`src/rtl/pe_traffic_gen.sv`:
```
// NoC endpoint: injects PKT_LEN-flit packets every INJ_PERIOD enabled cycles under per-VC credits; sinks flits and returns a credit one cycle later.
// Sends stall on the packet's VC (no mid-packet switch) while it has no credit or en is low; define PE_RX_CHECK_EN for the per-VC receive-order checker.
module pe_traffic_gen #(
  parameter int NUM_VCS        = 2,
  parameter int NUM_RECV_PORTS = 16,
  parameter int DATA_WIDTH     = 32,
  parameter int BUF_DEPTH      = 4,
  parameter int PKT_LEN        = 4,
  parameter int INJ_PERIOD     = 20,
  localparam int VC_BITS   = (NUM_VCS > 1) ? $clog2(NUM_VCS) : 1,
  localparam int DEST_BITS = $clog2(NUM_RECV_PORTS),
  localparam int FLIT_W    = 2 + DEST_BITS + VC_BITS + DATA_WIDTH
) (
  input  logic                 clk,
  input  logic                 rst_n,
  input  logic                 en,
  input  logic [DEST_BITS-1:0] cfg_dest,
  input  logic [FLIT_W-1:0]    flit_in,
  output logic [FLIT_W-1:0]    flit_out,
  output logic                 send_flit,
  input  logic [VC_BITS:0]     credit_in,
  output logic [VC_BITS:0]     credit_out,
  output logic                 send_credit,
  output logic [31:0]          tx_flits,
  output logic [31:0]          rx_flits,
  output logic                 credit_err,
  output logic                 rx_err
);
  localparam int CNT_W = $clog2(BUF_DEPTH + 1);
  localparam int SEQ_W = DATA_WIDTH - 8;
  localparam int TMR_W = (INJ_PERIOD > 1) ? $clog2(INJ_PERIOD) : 1;

  typedef enum logic {IDLE, SEND} state_t;
  state_t state, state_nxt;

  logic [TMR_W-1:0]     timer;
  logic                 pending;
  logic                 wrap;
  logic [CNT_W-1:0]     credit [NUM_VCS];
  logic [NUM_VCS-1:0]   cr_inc, cr_dec;
  logic [VC_BITS-1:0]   rr_ptr, cur_vc, pick_vc, hi_vc, any_vc;
  logic                 hi_ok, any_ok, pick_ok, cur_has_credit;
  logic [DEST_BITS-1:0] cur_dest;
  logic [7:0]           flit_idx;
  logic [SEQ_W-1:0]     pkt_seq;
  logic                 start, fire, is_tail;
  logic                 rx_vld;
  logic [VC_BITS-1:0]   rx_vc;
  logic                 unused_flit_bits;

  assign wrap    = en && (timer == TMR_W'(INJ_PERIOD - 1));
  assign is_tail = (flit_idx == 8'(PKT_LEN - 1));
  assign rx_vld  = flit_in[FLIT_W-1];
  assign rx_vc   = flit_in[DATA_WIDTH +: VC_BITS];
  assign unused_flit_bits = ^{flit_in[FLIT_W-2 -: 1+DEST_BITS], flit_in[DATA_WIDTH-1:0]};

  // Round-robin: lowest VC at/after rr_ptr with credit, else lowest VC overall.
  always_comb begin
    hi_ok  = 1'b0;
    any_ok = 1'b0;
    hi_vc  = '0;
    any_vc = '0;
    for (int v = NUM_VCS - 1; v >= 0; v--) begin
      if (credit[v] != '0) begin
        any_ok = 1'b1;
        any_vc = VC_BITS'(v);
        if (VC_BITS'(v) >= rr_ptr) begin
          hi_ok = 1'b1;
          hi_vc = VC_BITS'(v);
        end
      end
    end
    pick_ok = any_ok;
    pick_vc = hi_ok ? hi_vc : any_vc;
  end

  always_comb begin
    cur_has_credit = 1'b0;
    cr_inc = '0;
    cr_dec = '0;
    for (int v = 0; v < NUM_VCS; v++) begin
      if (cur_vc == VC_BITS'(v) && credit[v] != '0) cur_has_credit = 1'b1;
      cr_inc[v] = credit_in[VC_BITS] && (credit_in[VC_BITS-1:0] == VC_BITS'(v));
      cr_dec[v] = fire && (cur_vc == VC_BITS'(v));
    end
  end

  always_ff @(posedge clk or negedge rst_n) begin
    if (!rst_n) state <= IDLE;
    else        state <= state_nxt;
  end

  always_comb begin
    state_nxt = state;
    case (state)
      IDLE:    if (start) state_nxt = SEND;
      SEND:    if (fire && is_tail) state_nxt = IDLE;
      default: state_nxt = IDLE;
    endcase
  end

  always_comb begin
    start = 1'b0;
    fire  = 1'b0;
    case (state)
      IDLE:    start = pending && en && pick_ok;
      SEND:    fire  = en && cur_has_credit;
      default: ;
    endcase
  end

  always_ff @(posedge clk or negedge rst_n) begin
    if (!rst_n) begin
      timer     <= '0;
      pending   <= 1'b0;
      rr_ptr    <= '0;
      cur_vc    <= '0;
      cur_dest  <= '0;
      flit_idx  <= '0;
      pkt_seq   <= '0;
      flit_out  <= '0;
      send_flit <= 1'b0;
      tx_flits  <= '0;
    end else begin
      send_flit <= fire;
      flit_out  <= '0;
      if (en) timer <= wrap ? '0 : timer + 1'b1;
      // A wrap while a request is already outstanding is dropped.
      if (wrap && !pending) pending <= 1'b1;
      else if (start)       pending <= 1'b0;
      if (start) begin
        cur_vc   <= pick_vc;
        cur_dest <= cfg_dest;
        flit_idx <= '0;
        rr_ptr   <= (pick_vc == VC_BITS'(NUM_VCS - 1)) ? '0 : pick_vc + 1'b1;
      end
      if (fire) begin
        flit_out <= {1'b1, is_tail, cur_dest, cur_vc, pkt_seq, flit_idx};
        tx_flits <= tx_flits + 32'd1;
        flit_idx <= flit_idx + 8'd1;
        if (is_tail) pkt_seq <= pkt_seq + 1'b1;
      end
    end
  end

  always_ff @(posedge clk or negedge rst_n) begin
    if (!rst_n) begin
      for (int v = 0; v < NUM_VCS; v++) credit[v] <= CNT_W'(BUF_DEPTH);
      credit_err <= 1'b0;
    end else begin
      for (int v = 0; v < NUM_VCS; v++) begin
        if (cr_inc[v] && !cr_dec[v]) begin
          if (credit[v] == CNT_W'(BUF_DEPTH)) credit_err <= 1'b1;
          else                                credit[v]  <= credit[v] + 1'b1;
        end else if (cr_dec[v] && !cr_inc[v]) begin
          credit[v] <= credit[v] - 1'b1;
        end
      end
    end
  end

  always_ff @(posedge clk or negedge rst_n) begin
    if (!rst_n) begin
      credit_out  <= '0;
      send_credit <= 1'b0;
      rx_flits    <= '0;
    end else begin
      send_credit <= rx_vld;
      credit_out  <= rx_vld ? {1'b1, rx_vc} : '0;
      if (rx_vld) rx_flits <= rx_flits + 32'd1;
    end
  end

`ifdef PE_RX_CHECK_EN
  logic       rx_tail;
  logic [7:0] exp_idx [NUM_VCS];

  assign rx_tail = flit_in[FLIT_W-2];

  always_ff @(posedge clk or negedge rst_n) begin
    if (!rst_n) begin
      for (int v = 0; v < NUM_VCS; v++) exp_idx[v] <= '0;
      rx_err <= 1'b0;
    end else begin
      for (int v = 0; v < NUM_VCS; v++) begin
        if (rx_vld && rx_vc == VC_BITS'(v)) begin
          if (flit_in[7:0] != exp_idx[v] || rx_tail != (exp_idx[v] == 8'(PKT_LEN - 1)))
            rx_err <= 1'b1;
          exp_idx[v] <= rx_tail ? '0 : exp_idx[v] + 8'd1;
        end
      end
    end
  end
`else
  assign rx_err = 1'b0;
`endif

endmodule

```
`config.mk`:
```
export PLATFORM = sky130hd
export DESIGN_NAME = pe_traffic_gen
export DESIGN_NICKNAME = d
export VERILOG_FILES = /design/src/rtl/pe_traffic_gen.sv
export SDC_FILE = /design/constraint.sdc
export NUM_CORES = 1
export LEC_CHECK = 0
export ABC_AREA = 1
export BUFFER_PORTS_ARGS = -buffer_cell sky130_fd_sc_hd__buf_4
export CORE_MARGIN = 2
export CORE_UTILIZATION = 56
export DETAILED_ROUTE_END_ITERATION = 7
export HOLD_SLACK_MARGIN = 0.12
export PLACE_DENSITY = 0.79
export SLEW_MARGIN = 30
export SYNTH_ARGS = -nofsm -noshare
export SYNTH_HDL_FRONTEND = slang
export SYNTH_SLANG_ARGS = --single-unit
```
`constraint.sdc`:
```
create_clock -name clk -period 2.3 [get_ports clk]
set_input_delay 0.46 -clock clk [delete_from_list [all_inputs] [get_ports clk]]
set_output_delay 0.46 -clock clk [all_outputs]
set_load 0.05 [all_outputs]
```
==> impl_metrics.env, run 1 <==
export IMPL_gp_routability_congestion=0.895
export IMPL_totalNegativeSetupSlack_ns=0
export IMPL_finalWirelength_mm=17.5
export IMPL_rsz0062_at_grt="false"
export IMPL_power_density_mw_per_mm2=1070
export IMPL_synth_seq_area_share_pct=50.0
export IMPL_design_core_area_mm2=0.0138
export IMPL_final_hold_violation_count=0
export IMPL_ios=157
export IMPL_p_leak_nw=4.93
export IMPL_post_synth_top_count_cell="sky130_fd_sc_hd__nand2_1"
export IMPL_slew_viol_final=0
export IMPL_post_dp_hpwl_mm=12.5
export IMPL_post_route_worst_setup_slack_ns=0.333
export IMPL_largest_net_degree_at_the_start_of_global_routing=56
export IMPL_filler_instances=1094
export IMPL_synth_area_leaders="sky130_fd_sc_hd__dfrtp_1 (49%), sky130_fd_sc_hd__nand2_1 (14%), sky130_fd_sc_hd__xor2_1 (6.6%)"
export IMPL_floorplan_die_width_um=122
export IMPL_grt_util_met2_pct=41.8
export IMPL_floorplan_initialDensity_pct=57.1
export IMPL_cp_data_required_time_ns=2.61
export IMPL_post_route_cells_drive_above_1_share_pct=15.9
export IMPL_groute_layer_met3_usage_pct=4.14
export IMPL_synth_common_cells="sky130_fd_sc_hd__nand2_1 (286), sky130_fd_sc_hd__dfrtp_1 (155), sky130_fd_sc_hd__nor2_1 (137), sky130_fd_sc_hd__inv_1 (126), sky130_fd_sc_hd__xor2_1 (59)"
export IMPL_die_h_um=122
export IMPL_yosys_warnings=0
export IMPL_min_path_type="primary input to register"
export IMPL_grt_busiest_layer="met2"
export IMPL_flow_area_growth_from_synthesis_pct=22.8
export IMPL_reg2reg_to="tx_flits[7]"
export IMPL_synth_net_count=1036
export IMPL_number_of_flops_mapped_to_enable_cells_by_yosys=0
export IMPL_cts_hold_buf=1
export IMPL_num_antenna_cells=0
export IMPL_minimum_setup_slack_among_reg_to_reg_paths_ns=0.33
export IMPL_setup_worst_path_start="credit[2]"
export IMPL_ys_seq_elements=157
export IMPL_worstRegToRegCells=9
export IMPL_setup_worst_path_end="tx_flits[7]"
export IMPL_cts_resized=0
export IMPL_syn_cell_area_mm2=0.00786
export IMPL_synth_async_reset_ratio_pct=100
export IMPL_firstDrtPassIters=8
export IMPL_skew_ns=0.0101
export IMPL_synth_area_per_cell_um2=8.01
export IMPL_final_min_period_over_clock_period_pct=85.5
export IMPL_drt_initial_drc_count=589
export IMPL_vdd_ir_drop_worst_uv=621
export IMPL_grt_pass1_vias=6272
export IMPL_design_power_total_mw=10.3
export IMPL_synth_top_cell_area_share_pct=49.3
export IMPL_finalCriticalPeriod_ns=1.97
export IMPL_die_footprint_mm2=0.0150
export IMPL_numClockSinks=157
export IMPL_category_of_the_critical_setup_timing_path="register to register"
export IMPL_worstPathArrival_ns=2.27
export IMPL_ys_flop_type="sky130_fd_sc_hd__dfrtp_1"
export IMPL_timing_critical_path_fanout_max=22
export IMPL_postCtsSetupBuffers=0
export IMPL_grt_antenna_before_repair=0
export IMPL_clk_root_buffer_cell="sky130_fd_sc_hd__clkbuf_16"
export IMPL_drc=0
export IMPL_final_antenna_net_count=0
export IMPL_worst_pin_slew_ns=0.546
export IMPL_timing_rr_start="credit[2]"
export IMPL_max_cap_violations=0
export IMPL_numCtsBuffers=17
export IMPL_std_cell_rows=43
export IMPL_clock_tree_htree_level_count=4
export IMPL_grt_usage_pct=24.5
export IMPL_cts_tree="done"
export IMPL_detail_route_vias_per_cell=5.15
export IMPL_synth_lib_cells_used_distinct=36
export IMPL_status="completed"
export IMPL_grt_first_pass_wirelength_mm=29.1
export IMPL_portBuffers=118
export IMPL_synth_cells=981
export IMPL_grt_overflow_total=0
export IMPL_critPathLaunchType="register"
export IMPL_place_worst_setup_slack_ns=0.385
export IMPL_kind_of_end_point_of_the_critical_path="register"
export IMPL_fin_worst_hold_slack_ns=0.230
export IMPL_globalRouteMet1Util_pct=31.7
export IMPL_top_cell_type_by_total_area_after_synthesis="sky130_fd_sc_hd__dfrtp_1"
export IMPL_clk_pin_slew_worst_paths_ns=0.06
export IMPL_max_slew_margin_pct=63.6
export IMPL_num_nets_final=1165
export IMPL_clockBufferDepth=2
export IMPL_wire_per_inst_um=13.4
export IMPL_fmaxAchievable_mhz=508
export IMPL_clk_latency_ns=0.42
export IMPL_dr_total_vias=6714
export IMPL_setup_viol_count_final=0
-- how the worst min path moves through the flow --
stage / start / end / slack, ns / cells past startpoint
2_1_floorplan: rst_n / credit[0] / 0.16 / 0
3_3_place_gp: pkt_seq[22] / pkt_seq[22] / 0.46 / 2
3_5_place_dp: cur_dest[0] / flit_out[33] / 0.47 / 2
4_1_cts: flit_in[32] / credit_out[0] / 0.22 / 3
5_1_grt: cfg_dest[0] / cur_dest[0] / 0.27 / 3
6_report: flit_in[32] / credit_out[0] / 0.23 / 3
-- worst max-delay path: stages (launching register included) --
cell and delay, ns:
sky130_fd_sc_hd__dfstp_2 0.55, sky130_fd_sc_hd__inv_1 0.06, sky130_fd_sc_hd__nand3_1 0.14, sky130_fd_sc_hd__o21ai_4 0.10, sky130_fd_sc_hd__nor2_8 0.24, sky130_fd_sc_hd__buf_12 0.20, sky130_fd_sc_hd__nand2_1 0.11, sky130_fd_sc_hd__nor2_1 0.20
sky130_fd_sc_hd__nand2_1 0.10, sky130_fd_sc_hd__xnor2_1 0.13
-- through the flow --
| step | instance area (um^2) | util [%] | std cells |
|---|---|---|---|
| detailed placement | 8970 | 65.2 | 1270 |
| CTS | 9650 | 70.1 | 1303 |
| finish | 9650 | 70.1 | 1303 |
| global route | 9650 | 70.1 | 1303 |
| floorplan | 7860 | - | 981 |
| global placement | 8970 | 65.2 | 1270 |
-- layout make-up --
type | count | area (um^2) | area share [%]
clock inverters | 13 | 211 | 2.19
repair buffers | 129 | 1010 | 10.5
clock buffers | 19 | 453 | 4.69
flip-flops and latches | 157 | 3930 | 40.7
multi-input cells | 676 | 3330 | 34.5
inverters | 129 | 484 | 5.02
well taps | 180 | 225 | 2.33
-- per-layer routing --
layer / wire (um) / vias to the layer above / part of all wire [%]
met5: 0 / - / 0
met4: 305 / 0 / 1.7
met3: 828 / 30 / 4.7
met2: 8630 / 196 / 49
met1: 7720 / 3190 / 44
li1: - / 3298 / -
-- state kept, by name, indices dropped and copies added (netlist names) --
name	cells
credit_out	2
flit_idx	8
rx_flits	32
rr_ptr	1
flit_out	39
timer	5
pkt_seq	24
state	1
credit_err	1
cur_vc	1
pending	1
tx_flits	32
credit	6
cur_dest	4
-- cell families (layout without fill, tap and decap cells) --
family	count (synthesis)	in the layout	synth area share, %
AOI/OAI and AO/OA	50	50	3.55
xor gates and xnor gates	81	81	9.03
adders and majority gates	7	7	1.11
buffers and inverters	148	290	7.59
DFF	157	157	50.0
other	1	1	0.0477
and+or+nand+nor	537	537	28.7
-- report_power, final --
part,leakage [nW],internal [mW],switching (mW)
Clock,0.312,1.99,1.13
Sequential,2.07,3.36,0.476
Combinational,2.55,0.990,2.39
-- cell usage in the layout (no fill, tap or decap), types with 2 or more instances in the layout --
master / n
sky130_fd_sc_hd__a21boi_0: 3
sky130_fd_sc_hd__a21oi_1: 6
sky130_fd_sc_hd__and3_1: 2
sky130_fd_sc_hd__buf_12: 3
sky130_fd_sc_hd__buf_4: 124
sky130_fd_sc_hd__bufinv_16: 5
sky130_fd_sc_hd__clkbuf_16: 17
sky130_fd_sc_hd__clkbuf_8: 2
sky130_fd_sc_hd__clkinv_4: 2
sky130_fd_sc_hd__clkinvlp_4: 4
sky130_fd_sc_hd__dfrtp_1: 155
sky130_fd_sc_hd__dfstp_2: 2
sky130_fd_sc_hd__ha_1: 7
sky130_fd_sc_hd__inv_1: 126
sky130_fd_sc_hd__inv_2: 2
sky130_fd_sc_hd__nand2_1: 286
sky130_fd_sc_hd__nand2_2: 5
sky130_fd_sc_hd__nand3_1: 42
sky130_fd_sc_hd__nand3b_1: 2
sky130_fd_sc_hd__nand4_1: 18
sky130_fd_sc_hd__nor2_1: 137
sky130_fd_sc_hd__nor3_1: 33
sky130_fd_sc_hd__nor3_2: 5
sky130_fd_sc_hd__nor4_1: 2
sky130_fd_sc_hd__o21ai_0: 35
sky130_fd_sc_hd__o22ai_1: 2
sky130_fd_sc_hd__xnor2_1: 22
sky130_fd_sc_hd__xor2_1: 59
Power figures use the tool's default switching activity.
==> run 2, diff against run 1 <==
CELL_PAD_IN_SITES_DETAIL_PLACEMENT = 0   (was not set)
CELL_PAD_IN_SITES_GLOBAL_PLACEMENT = 2   (was not set)
CORE_UTILIZATION = 32   (was 56)
PLACE_DENSITY = 0.78   (was 0.79)
==> run 2 against run 1 <==
  * Power hardly changed
  * Sequential share of layout area is 0.70 points lower
  * Critical path type unchanged
  * First-iteration DRC count is 42% lower
  * Flip-flop and latch count stayed put
  * Critical endpoint is now rx_flits[30]
  * Non-clock buffer count is 1 higher
  * Sequential power hardly changed
  * Worst setup slack better by 0.084 ns
==> impl_metrics.env, run 2 (synthesized netlist as in run 1, its figures left out) <==
export IMPL_status="completed"
export IMPL_cell_repeated_most_along_the_worst_path="sky130_fd_sc_hd__nand3_1"
export IMPL_timing_critical_path_fanout_max=6
export IMPL_gp_routability_congestion=0.795
export IMPL_multiInputGateArea_mm2=0.00333
export IMPL_grt_first_pass_wirelength_mm=32.8
export IMPL_layout_commonest_cell="sky130_fd_sc_hd__nand2_1"
export IMPL_max_slew_margin_pct=64.7
export IMPL_cts_tree="done"
export IMPL_largest_register_ffs=39
export IMPL_final_min_period_over_clock_period_pct=81.9
export IMPL_finalWirelength_mm=19.8
export IMPL_numCtsBuffers=17
export IMPL_post_dp_hpwl_mm=14.5
export IMPL_post_route_cells_drive_above_1_share_pct=15.7
export IMPL_intPower_mw=6.22
export IMPL_floorplan_die_width_um=161
export IMPL_critPathMaxStageDelay_ns=0.44
export IMPL_dr_total_vias=6360
export IMPL_worstPathArrival_ns=2.22
export IMPL_postPlaceCellArea_mm2=0.00918
export IMPL_num_antenna_cells=0
export IMPL_finish_instance_area_mm2=0.00982
export IMPL_grt_antenna_before_repair=0
export IMPL_critPathTopFamily="simple AND/OR/NAND/NOR gates"
export IMPL_fmaxAchievable_mhz=531
export IMPL_setup_viol_count_final=0
export IMPL_critical_path_cell_chain="ha_1 > nand3_1 > inv_1 > nand4_1 > nor2_2 > nand3_1 > nor2_1 > xor2_1"
export IMPL_kind_of_end_point_of_the_critical_path="register"
export IMPL_power_share_clock_pct=29.9
export IMPL_grt_usage_pct=15.8
export IMPL_floorplan_initialDensity_pct=32.4
export IMPL_drt_initial_drc_count=340
export IMPL_critPathLaunchType="register"
export IMPL_std_cell_rows=57
export IMPL_clk_latency_ns=0.42
export IMPL_clockBufferDepth=2
export IMPL_final_hold_violation_count=0
export IMPL_finalCriticalPeriod_ns=1.88
export IMPL_sequential_cell_area_mm2=0.00393
export IMPL_skew_ns=0.0171
export IMPL_die_h_um=161
export IMPL_wire_per_inst_um=13.7
export IMPL_die_footprint_mm2=0.0258
export IMPL_p_leak_nw=4.93
export IMPL_cts_resized=0
export IMPL_totalNegativeSetupSlack_ns=0
export IMPL_firstDrtPassIters=4
export IMPL_power_switching_fraction_pct=39.8
export IMPL_vdd_ir_drop_worst_uv=513
export IMPL_final_antenna_net_count=0
export IMPL_most_common_layout_cells="sky130_fd_sc_hd__nand2_1 (286), sky130_fd_sc_hd__dfrtp_1 (155), sky130_fd_sc_hd__nor2_1 (137)"
export IMPL_postCtsSetupBuffers=0
export IMPL_slew_viol_final=0
export IMPL_pwr_share_comb_pct=33.0
export IMPL_grt_overflow_total=0
export IMPL_filler_instances=2575
export IMPL_largest_net_degree_at_the_start_of_global_routing=49
export IMPL_ios=157
export IMPL_portBuffers=118
export IMPL_cp_buffers_inverters=1
export IMPL_numClockSinks=157
export IMPL_max_cap_violations=0
export IMPL_detail_route_vias_per_cell=4.39
export IMPL_share_seq_of_total_power_pct=37.2
export IMPL_drc=0
export IMPL_num_nets_final=1166
export IMPL_rsz0062_at_grt="false"
export IMPL_leading_registers_by_flop_count="flit_out x39, rx_flits x32, tx_flits x32"
export IMPL_design_core_area_mm2=0.0242
export IMPL_category_of_the_critical_setup_timing_path="register to register"
export IMPL_clk_root_buffer_cell="sky130_fd_sc_hd__clkbuf_16"
export IMPL_clk_pin_slew_worst_paths_ns=0.08
export IMPL_grt_pass1_vias=6294
export IMPL_min_path_type="primary input to register"
export IMPL_power_density_mw_per_mm2=1050
export IMPL_worst_pin_slew_ns=0.529
export IMPL_clock_tree_htree_level_count=4
export IMPL_cts_hold_buf=1
export IMPL_p_switching_mw=4.11
export IMPL_flow_area_growth_from_synthesis_pct=24.9
export IMPL_cp_data_required_time_ns=2.64
export IMPL_top_register="flit_out"
export IMPL_timing_critical_path_slowest_stage_cell="sky130_fd_sc_hd__dfrtp_1"
## run 2: cell count changes in the layout (fill, tap and decap cells not counted), sizes merged
cell and delta:
clkbuf +2, buf +1, clkinv -1, clkinvlp -2, inv +2, bufinv -1
## run 2: tightest hold or removal path, delay by kind of cell
family | cells | cell delay, ns
buffers and inverters | 2 | 0.12
and+or+nand+nor | 1 | 0.04
## run 2: power by group through the flow
stage / Sequential (mW) / Clock [mW] / Combinational (mW)
floorplan: 4.75 / 0 / 1.51
global placement: 3.89 / 0 / 3.42
CTS: 3.85 / 3.17 / 3.46
global route: 3.93 / 3.32 / 3.77
detailed placement: 3.89 / 0 / 3.45
finish: 3.84 / 3.09 / 3.41
## run 2: worst paths after layout
check / to / slack, ns / startpoint / depth (start not counted)
worst max-delay path: rx_flits[30] / 0.42 / rx_flits[0] / 8
worst min-delay path: credit_out[0] / 0.24 / flit_in[32] / 3
worst max register to register: rx_flits[30] / 0.42 / rx_flits[0] / 8
worst min register to register: flit_out[36] / 0.49 / cur_dest[3] / 2
max in group asynchronous: flit_out[12] / 1.07 / rst_n / 3
min in group asynchronous: rx_flits[4] / 0.55 / rst_n / 2
## run 2: final cells by class
| type | count | share of cell area, % |
|---|---|---|
| flip-flops and latches | 157 | 40.0 |
| inverters | 129 | 4.93 |
| clock inverters | 11 | 1.85 |
| repair buffers | 130 | 10.5 |
| multi-input cells | 676 | 33.9 |
| clock buffers | 21 | 4.59 |
| well taps | 324 | 4.13 |
## run 2: metrics by stage
step	power [mW]	hold WS [ns]	instances	utilization, %	setup WS, ns
finish	10.3	0.241	1448	40.5	0.417
global route	11.0	0.235	1448	40.5	0.145
floorplan	6.26	0.164	981	-	0.411
global placement	7.31	0.462	1415	37.8	0.401
CTS	10.5	0.219	1448	40.5	0.401
detailed placement	7.34	0.461	1415	37.8	0.404
## run 2: routing by layer
layer / track usage, % / vias to the layer above / wire, um
met5: 0 / - / 0
met4: 3.90 / 0 / 153
met3: 3.05 / 12 / 559
met2: 24.7 / 87 / 8800
met1: 22.6 / 2974 / 10300
li1: - / 3287 / -
